$ cat src/rtl/experiment_pkg.sv
// experiment_pkg: shared state encoding and counter width for the experiment sequencer
package experiment_pkg;
  localparam int CNT_W_DEFAULT = 16;
  localparam logic [2:0] S_IDLE     = 3'd0;
  localparam logic [2:0] S_MAC_TX   = 3'd1;
  localparam logic [2:0] S_MAC_WAIT = 3'd2;
  localparam logic [2:0] S_MAC_RX   = 3'd3;
  localparam logic [2:0] S_NL_TX    = 3'd4;
  localparam logic [2:0] S_NL_WAIT  = 3'd5;
  localparam logic [2:0] S_NL_RX    = 3'd6;
  typedef enum logic [2:0] {
    IDLE     = S_IDLE,
    MAC_TX   = S_MAC_TX,
    MAC_WAIT = S_MAC_WAIT,
    MAC_RX   = S_MAC_RX,
    NL_TX    = S_NL_TX,
    NL_WAIT  = S_NL_WAIT,
    NL_RX    = S_NL_RX
  } state_e;
endpackage

$ cat src/rtl/seq_counter.sv
// seq_counter: up counter with clear, enable and terminal-count compare
module seq_counter #(
  parameter int W = 16
) (
  input  logic         clk,
  input  logic         rst,
  input  logic         clr_i,
  input  logic         en_i,
  input  logic [W-1:0] last_i,
  output logic [W-1:0] cnt_o,
  output logic         tc_o
);
  logic [W-1:0] cnt_q, cnt_d;
  // clear wins over enable
  always_comb cnt_d = clr_i ? '0 : en_i ? cnt_q + W'(1) : cnt_q;
  // count register, active-low async reset
  always_ff @(posedge clk or negedge rst)
    if (!rst) cnt_q <= '0;
    else cnt_q <= cnt_d;
  assign cnt_o = cnt_q;
  assign tc_o  = cnt_q == last_i;
endmodule

$ cat src/rtl/experiment_sequencer.sv
// experiment_sequencer: per-round MAC then NL transmit/gap/capture sequencing for N rounds
module experiment_sequencer import experiment_pkg::*; #(
  parameter int CNT_W = CNT_W_DEFAULT
) (
  input  logic             clk,
  input  logic             rst,
  input  logic             cfg_start,
  input  logic             cfg_abort,
  input  logic [CNT_W-1:0] cfg_num_beats,
  input  logic [CNT_W-1:0] cfg_latency,
  input  logic [CNT_W-1:0] cfg_num_rounds,
  input  logic             mac_dac_ready,
  input  logic             nl_dac_ready,
  input  logic             mac_adc_valid,
  input  logic             nl_adc_valid,
  output logic             mac_dac_en,
  output logic             nl_dac_en,
  output logic             mac_adc_cap,
  output logic             nl_adc_cap,
  output logic [CNT_W-1:0] beat_idx,
  output logic [CNT_W-1:0] round_idx,
  output logic [2:0]       state_o,
  output logic             busy,
  output logic             done,
  output logic             cfg_err
);
  state_e state_q, state_d;
  logic [CNT_W-1:0] k_q, k_d, l_q, l_d, n_q, n_d, bcnt, blast;
  logic done_q, done_d, err_q, err_d;
  logic bclr, ben, btc, rclr, ren, rtc, xfer, in_wait;
  assign in_wait = state_q == MAC_WAIT || state_q == NL_WAIT;
  assign xfer = (state_q == MAC_TX && mac_dac_ready) || (state_q == NL_TX && nl_dac_ready) ||
                (state_q == MAC_RX && mac_adc_valid) || (state_q == NL_RX && nl_adc_valid);
  assign blast = in_wait ? l_q - CNT_W'(1) : k_q - CNT_W'(1);
  seq_counter #(.W(CNT_W)) u_beat (
    .clk(clk), .rst(rst), .clr_i(bclr), .en_i(ben), .last_i(blast), .cnt_o(bcnt), .tc_o(btc)
  );
  seq_counter #(.W(CNT_W)) u_round (
    .clk(clk), .rst(rst), .clr_i(rclr), .en_i(ren), .last_i(n_q - CNT_W'(1)), .cnt_o(round_idx), .tc_o(rtc)
  );
  // next-state, counter control, config latch and sticky flags
  always_comb begin
    state_d = state_q;
    k_d = k_q;
    l_d = l_q;
    n_d = n_q;
    done_d = done_q;
    err_d = err_q;
    bclr = 1'b0;
    ben = 1'b0;
    rclr = 1'b0;
    ren = 1'b0;
    if (cfg_abort) begin
      state_d = IDLE;
      bclr = 1'b1;
      rclr = 1'b1;
    end else begin
      case (state_q)
        IDLE: begin
          bclr = 1'b1;
          rclr = 1'b1;
          if (cfg_start) begin
            k_d = cfg_num_beats;
            l_d = cfg_latency;
            n_d = cfg_num_rounds;
            if (cfg_num_beats == '0 || cfg_num_rounds == '0) err_d = 1'b1;
            else begin
              done_d = 1'b0;
              err_d = 1'b0;
              state_d = MAC_TX;
            end
          end
        end
        MAC_TX, NL_TX: begin
          ben = xfer;
          if (xfer && btc) begin
            bclr = 1'b1;
            state_d = state_q == MAC_TX ? (l_q == '0 ? MAC_RX : MAC_WAIT)
                                        : (l_q == '0 ? NL_RX : NL_WAIT);
          end
        end
        MAC_WAIT, NL_WAIT: begin
          ben = 1'b1;
          if (btc) begin
            bclr = 1'b1;
            state_d = state_q == MAC_WAIT ? MAC_RX : NL_RX;
          end
        end
        MAC_RX: begin
          ben = xfer;
          if (xfer && btc) begin
            bclr = 1'b1;
            state_d = NL_TX;
          end
        end
        NL_RX: begin
          ben = xfer;
          if (xfer && btc) begin
            bclr = 1'b1;
            ren = !rtc;
            done_d = rtc ? 1'b1 : done_q;
            state_d = rtc ? IDLE : MAC_TX;
          end
        end
        default: state_d = IDLE;
      endcase
    end
  end
  // state, latched config and flags, active-low async reset
  always_ff @(posedge clk or negedge rst)
    if (!rst) begin
      state_q <= IDLE;
      k_q <= '0;
      l_q <= '0;
      n_q <= '0;
      done_q <= 1'b0;
      err_q <= 1'b0;
    end else begin
      state_q <= state_d;
      k_q <= k_d;
      l_q <= l_d;
      n_q <= n_d;
      done_q <= done_d;
      err_q <= err_d;
    end
  assign mac_dac_en  = state_q == MAC_TX;
  assign nl_dac_en   = state_q == NL_TX;
  assign mac_adc_cap = state_q == MAC_RX;
  assign nl_adc_cap  = state_q == NL_RX;
  assign beat_idx    = in_wait ? '0 : bcnt;
  assign state_o     = state_q;
  assign busy        = state_q != IDLE;
  assign done        = done_q;
  assign cfg_err     = err_q;
endmodule

$ cat config.mk
export PLATFORM = sky130hd
export DESIGN_NAME = experiment_sequencer
export DESIGN_NICKNAME = d
export VERILOG_FILES = /design/src/rtl/experiment_pkg.sv /design/src/rtl/seq_counter.sv /design/src/rtl/experiment_sequencer.sv
export SDC_FILE = /design/constraint.sdc
export NUM_CORES = 1
export LEC_CHECK = 0
export ABC_AREA = 1
export BUFFER_PORTS_ARGS = -buffer_cell sky130_fd_sc_hd__buf_2
export CAP_MARGIN = 20
export CELL_PAD_IN_SITES_DETAIL_PLACEMENT = 0
export CELL_PAD_IN_SITES_GLOBAL_PLACEMENT = 1
export CORE_MARGIN = 1
export CORE_UTILIZATION = 37
export DETAILED_ROUTE_END_ITERATION = 10
export HOLD_SLACK_MARGIN = 0.08
export PLACE_DENSITY = 0.8
export SYNTH_ARGS = -nofsm -noshare
export SYNTH_HDL_FRONTEND = slang
export SYNTH_SLANG_ARGS = --single-unit
$ cat constraint.sdc
create_clock -name clk -period 2.5 [get_ports clk]
set_input_delay 0.375 -clock clk [delete_from_list [all_inputs] [get_ports clk]]
set_output_delay 0.375 -clock clk [all_outputs]
set_load 0.01 [all_outputs]
== After elaboration in Yosys (flattened, before gate mapping) ==
Cells that the tools add are included.

* Bits of input ports: 56
* Output and inout bits: 42
* Register bits: 85

* Eq/ne operators: 18
* Reduce and logical (&&, ||, !) cells: 25
* Mux-type cells: 36
* Add/subtract/negate cells: 5
* Bitwise operators: 1

{| class="wikitable"
|+ Operator list
! operator !! number
|-
| $mux 16 || 6
|-
| $logic_not 16->1 || 3
|-
| $sub 16x1->16 const B || 3
|-
| $add 16x1->16 const B || 2
|-
| $eq 16x16->1 || 2
|-
| $mux 3 || 9
|-
| $mux 1 || 16
|-
| $pmux 3 s5 || 1
|-
| $ne 3x3->1 const B || 4
|-
| $reduce_and 6->1 || 2
|-
| $eq 3x3->1 const B || 3
|-
| $eq 3x2->1 const B || 2
|-
| $ne 3x2->1 const B || 2
|-
| $reduce_bool 2->1 || 3
|-
| $logic_and 1x1->1 || 5
|-
| $logic_or 1x1->1 || 5
|-
| $ne 2x1->1 const B || 2
|-
| $ne 2x2->1 const B || 2
|-
| $pmux 1 s2 || 2
|-
| $reduce_or 2->1 || 2
|-
| $reduce_or 4->1 || 1
|-
| $eq 3x1->1 const B || 1
|-
| $logic_not 3->1 || 1
|-
| $pmux 1 s3 || 1
|-
| other kinds (5) || 5
|}

== Logic depth before layout (Yosys ltp) ==
* Depth after elaboration: 11
* Gate-level depth with buffers: 23

== By module ==
Synthesis repeated with hierarchy kept, for this count alone.

* Cell total of the unflattened synthesis: 845
* Area, all modules: 5836.8 um^2

{| class="wikitable"
|+ Modules (own cells, without submodules)
! module !! instances !! area an instance (um^2) !! cells each
|-
| experiment_sequencer || 1 || 3574.7 || 533
|-
| seq_counter || 2 || 1131.1 || 156
|}

== Worst setup path after synthesis ==
OpenSTA, ideal clock, no wires.

* Path kind: reg2reg
* Start: register state_q[1] (netlist: state_o[1])
* End: register state_q[0] (netlist: state_o[0])
* Path slack: -216 ps
* Arrival time: 2597 ps
* Library setup time: 119 ps
* Clock period less this slack: 2716 ps
* Data required time: 2381 ps
* Path buffers: 1
* Cell stages (with the launch flop): 23
* Cell sequence: dfrtp_1 > buf_2 > inv_2 > nand3_4 > nand2_4 > nand2_1 > nand2_1 > ha_1 > nand3_4 > nor2_8 > nand3_1 > nand3_1 > nand2_1 > nor2_1 > nand2_1 > nor2_2 > nand2_1 > nand2_1 > nand2_1 > nor2_2 > nand2_1 > nand3_1 > nand2_1

* Word-level cells in the longest chain between the ends: 8
* Elaborated cells between the ends (all ways): 33
* Classes of those cells: eq/ne (13); mux (7); reduce/logical (13)

{| class="wikitable"
|+ RTL lines
! item !! line !! text
|-
| start, declared || experiment_sequencer.sv:27 || <nowiki>state_e state_q, state_d;</nowiki>
|-
| start signal, assigned || experiment_sequencer.sv:119 || <nowiki>state_q <= state_d;</nowiki>
|-
| parallel branches: the longest is 8 deep, another holds $mux 16 || -- ||
|}

Parallel ways; which one is timed is not known. The select of a mux whose other input is x is not followed.
A chain may end at the register's enable or synchronous reset.

== Worst setup path after layout ==
* Start: register state_q[1] (netlist: state_o[1])
* End: register u_round.cnt_q[6] (netlist: u_round.cnt_o[6])

* Word-level cells in the longest chain between the ends: 10
* Elaborated cells between the ends (all ways): 25
* Classes of those cells: eq/ne (7); mux (7); reduce/logical (11)

{| class="wikitable"
|+ RTL lines
! item !! line !! text
|-
| parallel branches: the longest is 10 deep, another holds $mux 16 || -- ||
|-
| end signal, assigned || seq_counter.sv:19 || <nowiki>else cnt_q <= cnt_d;</nowiki>
|-
| end, declared || seq_counter.sv:13 || <nowiki>logic [W-1:0] cnt_q, cnt_d;</nowiki>
|}

Parallel ways; which one is timed is not known.

==> results.md <==
* Worst-skew pair later-pin latency at 0.35 ns
* Cell type with the largest total area after synthesis: sky130_fd_sc_hd__dfrtp_1
* Iteration-0 DRC count of the detailed router at 399
* Instance count after placement with tap cells included at 1,189
* Logic depth of the worst register-to-register path at 23
* Number of top-level pins at 98
* Final period util at 115.1%
* Simple-gate area share of the yosys netlist at 37.31%
* Leakage power total at 4.043 nW
* Warnings, synthesis at 0
* Number of max-slew violations in the final report at 0
* Pre-antenna DRT Iters at 5
* Worst rel slew slack at 61.16%
* Crit start category: register
* Total area of multi-input combinational cells at 3552 um2
* Status: complete, but fails checks
* Adder-cell share of the synthesized area at 1.061%
* Synthesized area at 5896 um2
* Critical path peak fanout at 7
* Overall Global Routing Usage at 22.48%
* Cell-by-cell trace of the critical path: inv_4 > nand3_4 > buf_12 > buf_6 > nand3b_1 > nand2_4 > ha_4 > nand3_4 > nor2_4 > nand2_1 > nand2_1 > nand3_1 > nand2_1 > nor2_1 > nand2_1 > nor2_4 > nand3_4 > inv_4 > nand2_8 > buf_12 > nand2_8 > nand3b_1 > o21ai_1
* Layout cell share with drive strength beyond 1 at 29.86%
* Combinational family with the most area after synthesis: simple AND/OR/NAND/NOR gates
* Highest attainable clock frequency at 0.3475 GHz
* Root Buffer Master: sky130_fd_sc_hd__clkbuf_16
* Gate count after technology mapping at 833
* Critical path class: reg2reg
* Terminating pin of the worst hold path: l_q[12]$_DFFE_PN0P_
* Sequential Area at 2131 um2
* Filler Cells Inserted at 1,538
* Detail Placement HPWL at 13.14 mm
* Seq/Total Area, Yosys at 36.08%
* Syn-to-layout area delta at 36.93%
* Post-route insts no fill at 1,229
* Capture instance of the worst register-to-register path: u_round.cnt_o[6]$_DFFE_PN0P_
* Final critical-path required period at 2.877 ns
* Post-synthesis mux area share at 0.7640%
* Crit path setup slack, layout at -0.3773 ns
* Worst clock skew at 0.01315 ns
* Maximum number of pins on one net before global-route repair at 96
* Power density relative to cell area at 916.8 nW/um2
* Maximum capacitance violations at 0
* Area share of the largest cell type after synthesis at 36.08%
* Commonest register cell after synthesis: sky130_fd_sc_hd__dfrtp_1
* Reg2reg setup slack at -0.38 ns
* Area of the die at 16,440 um2
* Syn Nets at 894
* Maximum single-stage delay on the critical path at 0.44 ns
* Final Routed Wirelength at 17.97 mm
* DRC errors left at 0
* Top cell by count, worst path: sky130_fd_sc_hd__nand2_1
* Distinct cells, synth at 41
* Global route overflow at 0
* Origin of the worst min-delay path: cfg_latency[12]
* Share of the synthesized netlist area taken by xor and xnor gates at 7.725%
* Weighted congestion at the end of routability-driven global placement at 0.8691
* Maximum count of clock buffers along a single path at 2
* Number of vias after detailed routing at 5,960
* Fraction of synthesis flops using an asynchronous set or reset pin at 100.0%
* Worst reg2reg startpoint: state_o[1]$_DFFE_PN0P_
* Post-Synthesis Mean Instance Area at 7.078 um2
* Antenna violations before repair at 0
* Number of sinks on the clock net at 85
* TritonCTS buffer count at 9
* Horiz. Die Dim at 128.2 um
* Count of input and output buffers at 97
* First-pass GRT wire length at 28.70 mm
* Number of routed nets with antenna violations at 0
* Startpoint of the worst setup timing path: state_o[1]$_DFFE_PN0P_
* Area of the placeable core at 15,370 um2
* Final number of hold-violating endpoints at 0
* Failing checks: setup timing
* Unrepaired setup endpoints after global routing: yes
* Worst Hold Depth at 2
* Slowest library cell on the worst path: sky130_fd_sc_hd__dfrtp_2
* Arrival time at the worst endpoint at 3.15 ns
* Worst Tran Pin Value at 0.5827 ns
* Number of nets in the final layout at 1,075
* Worst IR drop on VDD at 0.0004467 V
* Final count of negative-setup-slack endpoints at 36
* Worst min-delay path class: in2reg
* Worst hold slack across all endpoints at 0.2517 ns
* Die height at 128.2 um
* Max H-tree Level at 3
* Critical path data required time at 2.78 ns
* Number of synthesized flops with an enable pin at 0
* Number of rows created at floorplan at 45
* Post-CTS clock slew at the launch and capture registers of the worst setup and hold paths at 0.07 ns
* Antenna diode count at 0
* Vias per cell at 4.849
* Initial core utilization at 38.36%
* TritonCTS clock tree: done
* Synth Area in Compound Gates at 7.194%
* Flops & latches, synth at 85
* WL/cell at 14.62 um
* Number of global-route vias before repair at 5,441
* CP endpoint kind: register
* Largest cells by area after synthesis: sky130_fd_sc_hd__dfrtp_1 (36%), sky130_fd_sc_hd__nand2_1 (12%), sky130_fd_sc_hd__inv_1 (7.4%)
==> worst max-delay path by stage <==
stage / endpoint / slack [ns] / cells past startpoint
floorplan: u_round.cnt_o[11]$_DFFE_PN0P_ / -0.06 / 22
global placement: state_o[0]$_DFFE_PN0P_ / -0.25 / 21
detailed placement: u_round.cnt_o[5]$_DFFE_PN0P_ / -0.34 / 20
CTS: state_o[2]$_DFFE_PN0P_ / -0.30 / 21
global route: u_round.cnt_o[6]$_DFFE_PN0P_ / -0.55 / 23
finish: u_round.cnt_o[6]$_DFFE_PN0P_ / -0.38 / 23
==> area by class of cell <==
class	instances	share of cell area, %
Clock buffer	10	2.836
Clock inverter	5	0.7440
Inverter	120	5.642
Sequential cell	85	26.39
Tap cell	211	3.270
Multi-Input combinational cell	609	44.00
Timing Repair Buffer	189	17.11
==> layout by cell type (no fill, tap or decap), drive strengths merged, types with 2 or more instances in the layout <==
cell,n
a21oi,26
a22o,2
buf,187
clkbuf,11
dfrtp,85
ha,5
inv,122
mux2,4
nand2,205
nand3,71
nand3b,20
nand4,22
nor2,108
nor3,21
nor3b,3
nor4,13
o211ai,2
o21ai,46
or2,4
xnor2,6
xor2,46
==> kinds of logic after synthesis <==
kind of cell    count (synthesis)
buf+inv                       144
mux                             4
compound gates                 79
xor+xnor                       52
fa+ha+maj                       5
flops                          85
simple gates                  464
==> what timing repair did <==
item,in CTS,in global routing
hold endpoints to repair,38,0
cloned,7,0
endpoints found under the setup margin,36,36
buffers inserted,8,9
hold buffers,1,0
gates resized for setup,27,48
pin swaps,7,29
==> critical path, delay by kind of cell (launching register included) <==
kind            cells  cell delay [ns]
simple gates       16             1.50
buf+inv             5             0.59
flops               1             0.44
fa+ha+maj           1             0.19
compound gates      1             0.09
==> cell usage after synthesis (10+ instances only) <==
library cell and number:
sky130_fd_sc_hd__a21oi_1 25, sky130_fd_sc_hd__clkbuf_1 12, sky130_fd_sc_hd__dfrtp_1 85, sky130_fd_sc_hd__inv_1 116, sky130_fd_sc_hd__nand2_1 187, sky130_fd_sc_hd__nand2_2 11
sky130_fd_sc_hd__nand3_1 67, sky130_fd_sc_hd__nand3b_1 20, sky130_fd_sc_hd__nand4_1 22, sky130_fd_sc_hd__nor2_1 94, sky130_fd_sc_hd__nor2_2 10, sky130_fd_sc_hd__nor3_1 20
sky130_fd_sc_hd__nor4_1 13, sky130_fd_sc_hd__o21ai_0 41, sky130_fd_sc_hd__xor2_1 46
==> state kept, by name (all words and copies together), names as in the netlist <==
register       cells
done               1
u_round.cnt_o     16
n_q               16
cfg_err            1
u_beat.cnt_o      16
l_q               16
k_q               16
state_o            3
==> layer usage <==
layer,GRT usage [%],routed length (um),up-vias
met4,4.152,123,0
met1,34.37,9176,2754
met5,0,0,-
li1,-,-,3036
met3,4.633,1017,8
met2,32.43,7647,162
==> stage by stage <==
stage / TNS [ns] / util (%) / cell area (um2) / total power [W] / worst slack (ns)
floorplan: -0.8060 / - / 5942 / 0.004336 / -0.06100
global placement: -5.523 / 46.74 / 7184 / 0.005541 / -0.2541
detailed placement: -8.123 / 46.74 / 7184 / 0.005569 / -0.3438
CTS: -7.289 / 50.77 / 7804 / 0.007142 / -0.2955
global route: -16.18 / 52.52 / 8073 / 0.007993 / -0.5546
finish: -10.28 / 52.52 / 8073 / 0.007401 / -0.3773
==> power by group <==
part / total [W] / internal (W) / switching, W
combinational: 0.00391 / 0.00169 / 0.00222
clock: 0.00136 / 0.000775 / 0.000584
sequential: 0.00213 / 0.00177 / 0.000365
Power figures use the tool's default switching activity.
